File: src/rtl/vga_if.sv
// vga_if: pattern-control inputs and timed video outputs of the VGA timing generator.
interface vga_if #(
    parameter int CW = 3,
    parameter int XW = 10,
    parameter int YW = 9
);
    logic [2:0]      mode;
    logic [3*CW-1:0] color;
    logic            hsync;
    logic            vsync;
    logic            de;
    logic [XW-1:0]   x;
    logic [YW-1:0]   y;
    logic            line_start;
    logic            frame_start;
    logic [3*CW-1:0] rgb;
    modport master (input mode, color, output hsync, vsync, de, x, y, line_start, frame_start, rgb);
    modport slave (output mode, color, input hsync, vsync, de, x, y, line_start, frame_start, rgb);
endinterface

File: src/rtl/vga_timing_gen.sv
// vga_timing_gen: parametrised VGA timing and test-pattern generator, all outputs registered one cycle after the counters.
// Define VGA_BORDER_EN to force a white one-pixel border around the active area.
module vga_timing_gen #(
    parameter int H_ACTIVE = 640,
    parameter int H_FP     = 16,
    parameter int H_SYNC   = 96,
    parameter int H_BP     = 48,
    parameter int V_ACTIVE = 480,
    parameter int V_FP     = 10,
    parameter int V_SYNC   = 2,
    parameter int V_BP     = 33,
    parameter bit HS_POL   = 1'b0,
    parameter bit VS_POL   = 1'b0,
    parameter int CW       = 3,
    parameter int BOX_W    = 200,
    parameter int BOX_H    = 200,
    parameter int CHK_LOG2 = 5
) (
    input logic   clk,
    input logic   rst,
    vga_if.master bus
);
    localparam int H_TOTAL = H_SYNC + H_BP + H_ACTIVE + H_FP;
    localparam int V_TOTAL = V_SYNC + V_BP + V_ACTIVE + V_FP;
    localparam int HW = $clog2(H_TOTAL);
    localparam int VW = $clog2(V_TOTAL);
    localparam int XW = $clog2(H_ACTIVE);
    localparam int YW = $clog2(V_ACTIVE);
    localparam int PW = 3 * CW;
    localparam int BAR_W = H_ACTIVE / 8;
    localparam int BW = $clog2(BAR_W + 1);
    localparam logic [HW-1:0] H_SE   = HW'(H_SYNC);
    localparam logic [HW-1:0] H_PRE  = HW'(H_SYNC + H_BP - 1);
    localparam logic [HW-1:0] H_AS   = HW'(H_SYNC + H_BP);
    localparam logic [HW-1:0] H_AE   = HW'(H_SYNC + H_BP + H_ACTIVE);
    localparam logic [HW-1:0] H_LAST = HW'(H_TOTAL - 1);
    localparam logic [VW-1:0] V_SE   = VW'(V_SYNC);
    localparam logic [VW-1:0] V_AS   = VW'(V_SYNC + V_BP);
    localparam logic [VW-1:0] V_AE   = VW'(V_SYNC + V_BP + V_ACTIVE);
    localparam logic [VW-1:0] V_LAST = VW'(V_TOTAL - 1);
    localparam logic [XW:0] BX0 = (XW+1)'((H_ACTIVE - BOX_W) / 2);
    localparam logic [XW:0] BX1 = (XW+1)'((H_ACTIVE + BOX_W) / 2);
    localparam logic [YW:0] BY0 = (YW+1)'((V_ACTIVE - BOX_H) / 2);
    localparam logic [YW:0] BY1 = (YW+1)'((V_ACTIVE + BOX_H) / 2);
    localparam logic [BW-1:0] BAR_END = BW'(BAR_W - 1);
    // {R,G,B} on/off per bar: white, yellow, cyan, green, magenta, red, blue, black
    localparam logic [2:0] BAR_LUT [8] = '{3'd7, 3'd6, 3'd3, 3'd2, 3'd5, 3'd4, 3'd1, 3'd0};

    logic [HW-1:0] h_cnt;
    logic [VW-1:0] v_cnt;
    logic [2:0]    mode_q;
    logic [PW-1:0] color_q;
    logic [2:0]    bar_idx;
    logic [BW-1:0] bar_pix;
    logic          de_c, fs_c, chk, in_box;
    logic [XW-1:0] x_c;
    logic [YW-1:0] y_c;
    logic [2:0]    bar_f;
    logic [PW-1:0] bar_rgb, pat, rgb_c;

    always_comb begin
        de_c = h_cnt >= H_AS && h_cnt < H_AE && v_cnt >= V_AS && v_cnt < V_AE;
        fs_c = h_cnt == '0 && v_cnt == '0;
        x_c = XW'(h_cnt - H_AS);
        y_c = YW'(v_cnt - V_AS);
        bar_f = BAR_LUT[bar_idx];
        bar_rgb = {{CW{bar_f[2]}}, {CW{bar_f[1]}}, {CW{bar_f[0]}}};
        chk = x_c[CHK_LOG2] ^ y_c[CHK_LOG2];
        in_box = {1'b0, x_c} >= BX0 && {1'b0, x_c} < BX1 && {1'b0, y_c} >= BY0 && {1'b0, y_c} < BY1;
        pat = mode_q == 3'd1 ? color_q :
              mode_q == 3'd2 ? bar_rgb :
              mode_q == 3'd3 ? {PW{chk}} :
              (mode_q == 3'd4 && in_box) ? color_q : '0;
`ifdef VGA_BORDER_EN
        rgb_c = (x_c == '0 || x_c == XW'(H_ACTIVE - 1) || y_c == '0 || y_c == YW'(V_ACTIVE - 1)) ? '1 : pat;
`else
        rgb_c = pat;
`endif
    end

    always_ff @(posedge clk) begin
        if (rst) begin
            h_cnt           <= '0;
            v_cnt           <= '0;
            mode_q          <= '0;
            color_q         <= '0;
            bar_idx         <= '0;
            bar_pix         <= '0;
            bus.hsync       <= ~HS_POL;
            bus.vsync       <= ~VS_POL;
            bus.de          <= 1'b0;
            bus.x           <= '0;
            bus.y           <= '0;
            bus.line_start  <= 1'b0;
            bus.frame_start <= 1'b0;
            bus.rgb         <= '0;
        end else begin
            h_cnt <= h_cnt == H_LAST ? '0 : h_cnt + 1'b1;
            if (h_cnt == H_LAST) v_cnt <= v_cnt == V_LAST ? '0 : v_cnt + 1'b1;
            if (fs_c) begin
                mode_q  <= bus.mode;
                color_q <= bus.color;
            end
            // bar position tracks the pixel under h_cnt, rearmed just before each active line
            bar_pix <= (h_cnt == H_PRE || bar_pix == BAR_END) ? '0 : bar_pix + 1'b1;
            if (h_cnt == H_PRE) bar_idx <= '0;
            else if (bar_pix == BAR_END) bar_idx <= bar_idx + 1'b1;
            bus.hsync       <= h_cnt < H_SE ? HS_POL : ~HS_POL;
            bus.vsync       <= v_cnt < V_SE ? VS_POL : ~VS_POL;
            bus.de          <= de_c;
            bus.x           <= de_c ? x_c : '0;
            bus.y           <= de_c ? y_c : '0;
            bus.line_start  <= de_c && h_cnt == H_AS;
            bus.frame_start <= fs_c;
            bus.rgb         <= de_c ? rgb_c : '0;
        end
    end
endmodule

File: src/flat_wrapper.sv
// flat-port wrapper written by rule: the top's interface ports become plain ports
module vga_timing_gen_flat 
#(
    parameter int H_ACTIVE = 640,
    parameter int H_FP     = 16,
    parameter int H_SYNC   = 96,
    parameter int H_BP     = 48,
    parameter int V_ACTIVE = 480,
    parameter int V_FP     = 10,
    parameter int V_SYNC   = 2,
    parameter int V_BP     = 33,
    parameter bit HS_POL   = 1'b0,
    parameter bit VS_POL   = 1'b0,
    parameter int CW       = 3,
    parameter int BOX_W    = 200,
    parameter int BOX_H    = 200,
    parameter int CHK_LOG2 = 5
)
  (clk, rst, bus_mode, bus_color, bus_hsync, bus_vsync, bus_de, bus_x, bus_y, bus_line_start, bus_frame_start, bus_rgb);
  vga_if #(.CW(CW)) bus_i ();
  input logic clk;
  input logic rst;
  input wire logic [$bits(bus_i.mode)-1:0] bus_mode;
  input wire logic [$bits(bus_i.color)-1:0] bus_color;
  output wire logic [$bits(bus_i.hsync)-1:0] bus_hsync;
  output wire logic [$bits(bus_i.vsync)-1:0] bus_vsync;
  output wire logic [$bits(bus_i.de)-1:0] bus_de;
  output wire logic [$bits(bus_i.x)-1:0] bus_x;
  output wire logic [$bits(bus_i.y)-1:0] bus_y;
  output wire logic [$bits(bus_i.line_start)-1:0] bus_line_start;
  output wire logic [$bits(bus_i.frame_start)-1:0] bus_frame_start;
  output wire logic [$bits(bus_i.rgb)-1:0] bus_rgb;
  assign bus_i.mode = bus_mode;
  assign bus_i.color = bus_color;
  assign bus_hsync = bus_i.hsync;
  assign bus_vsync = bus_i.vsync;
  assign bus_de = bus_i.de;
  assign bus_x = bus_i.x;
  assign bus_y = bus_i.y;
  assign bus_line_start = bus_i.line_start;
  assign bus_frame_start = bus_i.frame_start;
  assign bus_rgb = bus_i.rgb;
  vga_timing_gen #(.H_ACTIVE(H_ACTIVE), .H_FP(H_FP), .H_SYNC(H_SYNC), .H_BP(H_BP), .V_ACTIVE(V_ACTIVE), .V_FP(V_FP), .V_SYNC(V_SYNC), .V_BP(V_BP), .HS_POL(HS_POL), .VS_POL(VS_POL), .CW(CW), .BOX_W(BOX_W), .BOX_H(BOX_H), .CHK_LOG2(CHK_LOG2)) u_core (.clk(clk), .rst(rst), .bus(bus_i));
endmodule
File: config.mk
export PLATFORM = sky130hd
export DESIGN_NAME = vga_timing_gen_flat
export DESIGN_NICKNAME = d
export VERILOG_FILES = /design/src/rtl/vga_if.sv /design/src/rtl/vga_timing_gen.sv /design/src/flat_wrapper.sv
export SDC_FILE = /design/constraint.sdc
export NUM_CORES = 1
export LEC_CHECK = 0
export CAP_MARGIN = 0
export CORE_UTILIZATION = 40
export CTS_CLUSTER_DIAMETER = 100
export DETAILED_ROUTE_END_ITERATION = 8
export PLACE_DENSITY = 0.73
export SYNTH_ARGS = -nofsm -noshare
export SYNTH_HDL_FRONTEND = slang
export SYNTH_SLANG_ARGS = --single-unit
File: constraint.sdc
create_clock -name clk -period 1.85 [get_ports clk]
set_input_delay 0.37 -clock clk [delete_from_list [all_inputs] [get_ports clk]]
set_output_delay 0.37 -clock clk [all_outputs]
set_load 0.02 [all_outputs]
== Word level (Yosys, flattened, before mapping) ==
Memory sizes are Yosys's and may differ from the RTL's.
Cells that the tools add are included.

* Bits in registers: 75
* ROM bits: 24
* Input bits: 14
* Output and inout port bits: 33
* Memories kept: 1

{| class="wikitable"
|+ Memory list
! memory !! depth !! width !! read ports !! clocked after memory_dff !! wr ports !! RTL line !! source
|-
| (no name shown) || 8 || 3 || 1 || 0 || 0 || vga_timing_gen.sv:66 || <nowiki>bar_f = BAR_LUT[bar_idx];</nowiki>
|}

* $add $sub $neg: 6
* $lt $le $gt $ge: 11
* Equality and inequality tests: 9
* Mux-type cells: 9
* Bitwise operators: 3
* Reduce and logical (&&, ||, !) cells: 16

{| class="wikitable"
|+ Operators by type and width
! kind !! number
|-
| $mux W9 || 4
|-
| $add A10 B1 Y10 const B || 2
|-
| $eq A10 B10 Y1 const B || 2
|-
| $eq A10 B8 Y1 const B || 2
|-
| $ge A10 B8 Y1 const B || 2
|-
| $logic_not A10 Y1 || 2
|-
| $lt A10 B10 Y1 const B || 2
|-
| $ge A10 B6 Y1 const B || 1
|-
| $lt A10 B2 Y1 const B || 1
|-
| $lt A10 B7 Y1 const B || 1
|-
| $lt A10 B9 Y1 const B || 1
|-
| $mux W10 || 1
|-
| $sub A10 B8 Y10 const B || 1
|-
| $ge A9 B8 Y1 const B || 1
|-
| $logic_and A1 B1 Y1 || 9
|-
| $lt A9 B9 Y1 const B || 1
|-
| $sub A9 B6 Y9 const B || 1
|-
| $reduce_or A2 Y1 || 4
|-
| $add A7 B1 Y7 const B || 1
|-
| $eq A7 B7 Y1 const B || 1
|-
| $eq A3 B2 Y1 const B || 2
|-
| $mux W3 || 2
|-
| $ge A4 B4 Y1 const B || 1
|-
| $not A3 Y4 || 1
|-
| 7 further kinds || 8
|}

== Depth between registers and ports, before layout ==
* Depth after elaboration: 10
* Depth in mapped cells: 9

== Worst setup path before layout ==
No wires, ideal clock.

* Path type: register to register
* Start point: register u_core.v_cnt[0]
* End point: register u_core.bus.y[6]
* Library setup time: 0.121 ns
* Arrival time: 1.851 ns
* Data required time: 1.729 ns
* Slack: -0.122 ns
* Cell stages (with the launch flop): 10
* Path buffers: 3
* Path through: dfxtp_1 ha_1 clkbuf_1 o41ai_2 a21oi_1 a41oi_2 or2_1 buf_2 buf_2 nor2_1

* Word-level cells in the longest chain between the ends: 5

{| class="wikitable"
|+ RTL lines
! what !! RTL line !! source
|-
| from (decl) || vga_timing_gen.sv:50 || <nowiki>logic [VW-1:0] v_cnt;</nowiki>
|-
| from (signal assigned) || vga_timing_gen.sv:99 || <nowiki>if (h_cnt == H_LAST) v_cnt <= v_cnt == V_LAST ? '0 : v_cnt + 1'b1;</nowiki>
|-
| $ge A10 B6 Y1 || vga_timing_gen.sv:62 || <nowiki>de_c = h_cnt >= H_AS && h_cnt < H_AE && v_cnt >= V_AS && v_cnt < V_AE;</nowiki>
|-
| $logic_and A1 B1 Y1 (2 in series) || vga_timing_gen.sv:62 ||
|-
| $not A1 Y1 (no source line) || -- ||
|-
| $reduce_or A2 Y1 (no source line) || -- ||
|-
| to (signal assigned) || vga_timing_gen.sv:112 || <nowiki>bus.y <= de_c ? y_c : '0;</nowiki>
|-
| to (decl) || vga_if.sv:17 || <nowiki>modport master (input mode, color, output hsync, vsync, de, x, y, line_start, frame_start, rgb);</nowiki>
|}

Several ways; a longest one is shown, not always the timed one.
A chain may end at the register's enable or synchronous reset.

== Worst setup path after layout ==
* Start point: register u_core.v_cnt[1]
* End point: register u_core.bus.rgb[6]

* Word-level cells in the longest chain between the ends: 9

{| class="wikitable"
|+ RTL lines
! what !! RTL line !! source
|-
| $sub A9 B6 Y9 || vga_timing_gen.sv:65 || <nowiki>y_c = YW'(v_cnt - V_AS);</nowiki>
|-
| $ge A9 B8 Y1 || vga_timing_gen.sv:69 || <nowiki>in_box = {1'b0, x_c} >= BX0 && {1'b0, x_c} < BX1 && {1'b0, y_c} >= BY0 && {1'b0, y_c} < BY1;</nowiki>
|-
| $logic_and A1 B1 Y1 (2 in series) || vga_timing_gen.sv:69 ||
|-
| $logic_and A1 B1 Y1 || vga_timing_gen.sv:73 || <nowiki>(mode_q == 3'd4 && in_box) ? color_q : '0;</nowiki>
|-
| $mux W9 || vga_timing_gen.sv:73 ||
|-
| $mux W9 || vga_timing_gen.sv:72 || <nowiki>mode_q == 3'd3 ? {PW{chk}} :</nowiki>
|-
| $mux W9 || vga_timing_gen.sv:71 || <nowiki>mode_q == 3'd2 ? bar_rgb :</nowiki>
|-
| $mux W9 || vga_timing_gen.sv:70 || <nowiki>pat = mode_q == 3'd1 ? color_q :</nowiki>
|-
| to (signal assigned) || vga_timing_gen.sv:115 || <nowiki>bus.rgb <= de_c ? rgb_c : '0;</nowiki>
|-
| to (decl) || vga_if.sv:17 ||
|}

Several ways; a longest one is shown, not always the timed one.

==> run summary <==
Critical Path RT: 2.14 ns
Worst Hold Path Cells: 1
Clock skew: 0.01161 ns
Status: finished with violations
Root Buffer Master: clkbuf_8
Net Sw Frac: 0.2331
Reg power frac: 0.501
Avg Cell Area, Syn: 9.199 um2
Hold Vio Cnt, Final: 0
Utilization after layout: 0.6200
Reg2Reg Setup Slack: -0.15 ns
Total iterations of the first detailed-routing run: 6
Tmin final: 2.000 ns
Total Routing Usage GR: 0.1979
GPL Wtd Cong: 0.8744
Reg2reg start: u_core.v_cnt[1]
Core Area: 0.008175 mm2
Critical Path Fanout Max: 7
Antenna Nets Post-Route: 0
Design Area, Final: 0.005069 mm2
Crit-path slowest cell: a2111oi_4
CP cell instances: a2111oi_4 > xnor3_1 > and3_4 > nor4_4 > buf_6 > o21ai_4 > a21oi_2
Max cap viols: 0
Gr ovfl total: 0
Area delta synth->final: 50.54%
Pleak: 2.084 nW
Setup TNS: -1.346 ns
Die Ht: 93.75 um
Post-synth ARST share: 0
DP Area: 0.004454 mm2
Row count: 33
Die area: 0.008788 mm2
Clock buffer depth: 2
Crit-path max cell delay: 0.39 ns
Layout cell share with drive strength beyond 1: 0.3450
Max rail drop VDD: 0.3412 mV
Wirelength, routed: 8.291 mm
Top delay family on crit path: compound AO/OA/AOI/OAI gates
Clock buffer count from CTS: 9
Total placed cells including tap cells: 568
Routed WL per cell: 14.01 um
Reg2reg end: u_core.bus.rgb[6]
P_sw: 0.7828 mW
# clock sinks: 75
Initial core utilization: 0.4118
Cts hold-fix bufs: 0
Worst slack, placed: -0.2183 ns
Nets: 506
Detail Placement HPWL: 5.801 mm
Final Cycle Share: 1.081
TritonCTS clock tree: yes
Worst setup margin: -0.1496 ns
First-pass GRT wire length: 13.41 mm
Initial antenna violation count: 0
RSZ-0062 raised after global routing: yes
Worst min-delay path class: register to register
Min-Delay Startpoint: u_core.bar_pix[0]
PnR Total Power: 3.358 mW
Die width: 93.75 um
Failing checks: setup timing
Fin cells: 592
Sequential share of the synthesized area: 0.4459
Top-Level Pins: 47
Worst r2r path cells: 7
Seq cells post-synth: 75
Avg Vias per Cell: 5.074
Yosys warnings: 0
Worst path bufs/invs: 1
Clock share of power: 0.415
Synth Net Count: 390
Clock Latency Late Sink: 0.35 ns
DR vias: 3,004
Fin. max-slew vios: 0
Pint: 2.575 mW
DR iter-0 viols: 78
Clk pin slew, worst setup/hold paths: 0.08 ns
Critical path endpoint category: register
Post-Syn Area: 0.003367 mm2
Rel. slew slack: 0.7351
Count of different cell masters after synthesis: 58
Synth Instances: 366
Top achievable clock speed: 0.5001 GHz
PD cells: 662.5 mW/mm2
Crit path DAT: 2.29 ns
# DRC: 0
Post-synth EDFFs: 0
Final setup violation count: 16
Vias in the first global route: 3,006
Worst setup SP type: register
Power share of the combinational group: 0.085
N_diodes: 0
H-tree levels: 3
Pin count of the biggest net entering global routing: 22
Critical path class: register to register
Worst Hold End: u_core.bar_pix[0]
Hold Slack: 0.4475 ns
Top_reg_cell synth: dfxtp_1
Fillers: 613
Slew of the pin with the lowest slew margin: 0.3937 ns
IO Port Bufs: 46
Crit path from: u_core.v_cnt[1]
final cells by class:
type / count / area, um2 / area share
Multi-Input combinational cell: 256 / 2011 / 0.3967
Clock buffer: 9 / 123.9 / 0.02444
Inverter: 13 / 48.80 / 0.009627
Sequential cell: 75 / 1524 / 0.3007
Tap cell: 105 / 131.4 / 0.02592
Timing Repair Buffer: 127 / 1131 / 0.2232
Clock inverter: 7 / 98.84 / 0.01950
cells in the mapped netlist (3+ instances only):
cell type,instances,area share
clkbuf_1,7,0.0078
nand4_1,8,0.015
xor2_1,15,0.039
nand3_1,11,0.016
nor2b_1,8,0.015
buf_2,11,0.016
o21ai_0,7,0.010
ha_1,10,0.037
dfxtp_1,75,0.45
nor3_1,8,0.012
and2_1,6,0.011
nor2_1,62,0.069
a21oi_1,13,0.019
a31oi_1,10,0.019
inv_1,12,0.013
and3_1,5,0.0093
mux2i_1,14,0.042
nand2_1,12,0.013
nand2b_1,10,0.019
xnor2_1,14,0.036
nor4_1,3,0.0056
power by group through the flow:
stage | Combinational [mW] | Clock, mW | Sequential (mW)
after floorplan | 0.136 | 0 | 1.72
after global placement | 0.241 | 0 | 1.72
after detailed placement | 0.247 | 0 | 1.72
after CTS | 0.263 | 1.43 | 1.68
after global routing | 0.309 | 1.50 | 1.69
final | 0.284 | 1.39 | 1.68
timing repair:
item / 4_1_cts / 5_1_grt
buffers inserted: 5 / 3
pin swaps: 12 / 10
setup endpoints to repair: 45 / 66
gates resized for setup: 33 / 47
hold endpoints to repair: 0 / 0
flip-flops by register name, indices dropped and copies added, names as in the netlist, 3 cells and up:
| name | flops |
|---|---|
| u_core.color_q | 9 |
| u_core.mode_q | 3 |
| u_core.bar_pix | 7 |
| u_core.bus.x | 10 |
| u_core.v_cnt | 10 |
| u_core.bus.rgb | 9 |
| u_core.bus.y | 9 |
| u_core.bar_idx | 3 |
| u_core.h_cnt | 10 |
cell usage in the layout, fill, tap and decap left out, drive strengths merged, types with 9 or more instances in the layout:
cell            n
buf            81
inv            15
nand2b         10
clkdlybuf4s50  46
nand3          11
clkbuf          9
nand2          12
nor2           62
xor2           15
o21ai           9
xnor2          14
mux2i          14
dfxtp          75
ha             10
a31oi          10
a21oi          13
metal layers:
layer  part of all wire  wire (um)  vias up  GRT usage
met3              0.035        290       22    0.03722
li1                   -          -     1487          -
met5                  0          0        -          0
met1               0.41       3358     1426     0.2075
met2               0.52       4338       69     0.3613
met4              0.037        303        0     0.1231
cells by family (layout without fill, tap and decap cells):
group                    Yosys count  in the layout  share of synthesized area
AND/OR/NAND/NOR                  146            146                     0.2215
XOR/XNOR                          30             30                    0.08213
multiplexers                      14             14                    0.04162
buffers and inverters             35            156                    0.04868
adder cells (fa/ha/maj)           10             10                    0.03716
AO/OA/AOI/OAI                     56             56                     0.1230
flip-flops                        75             75                     0.4459
how the worst max path moves through the flow:
stage | to | slack [ns] | depth (start not counted)
floorplan | u_core.bus.rgb[6] | -0.01 | 8
global placement | u_core.bus.rgb[8] | -0.14 | 8
detailed placement | u_core.bus.x[3] | -0.22 | 7
CTS | u_core.bus.rgb[6] | -0.13 | 7
global route | u_core.bus.rgb[5] | -0.25 | 7
finish | u_core.bus.rgb[6] | -0.15 | 7
Power figures use the tool's default switching activity.
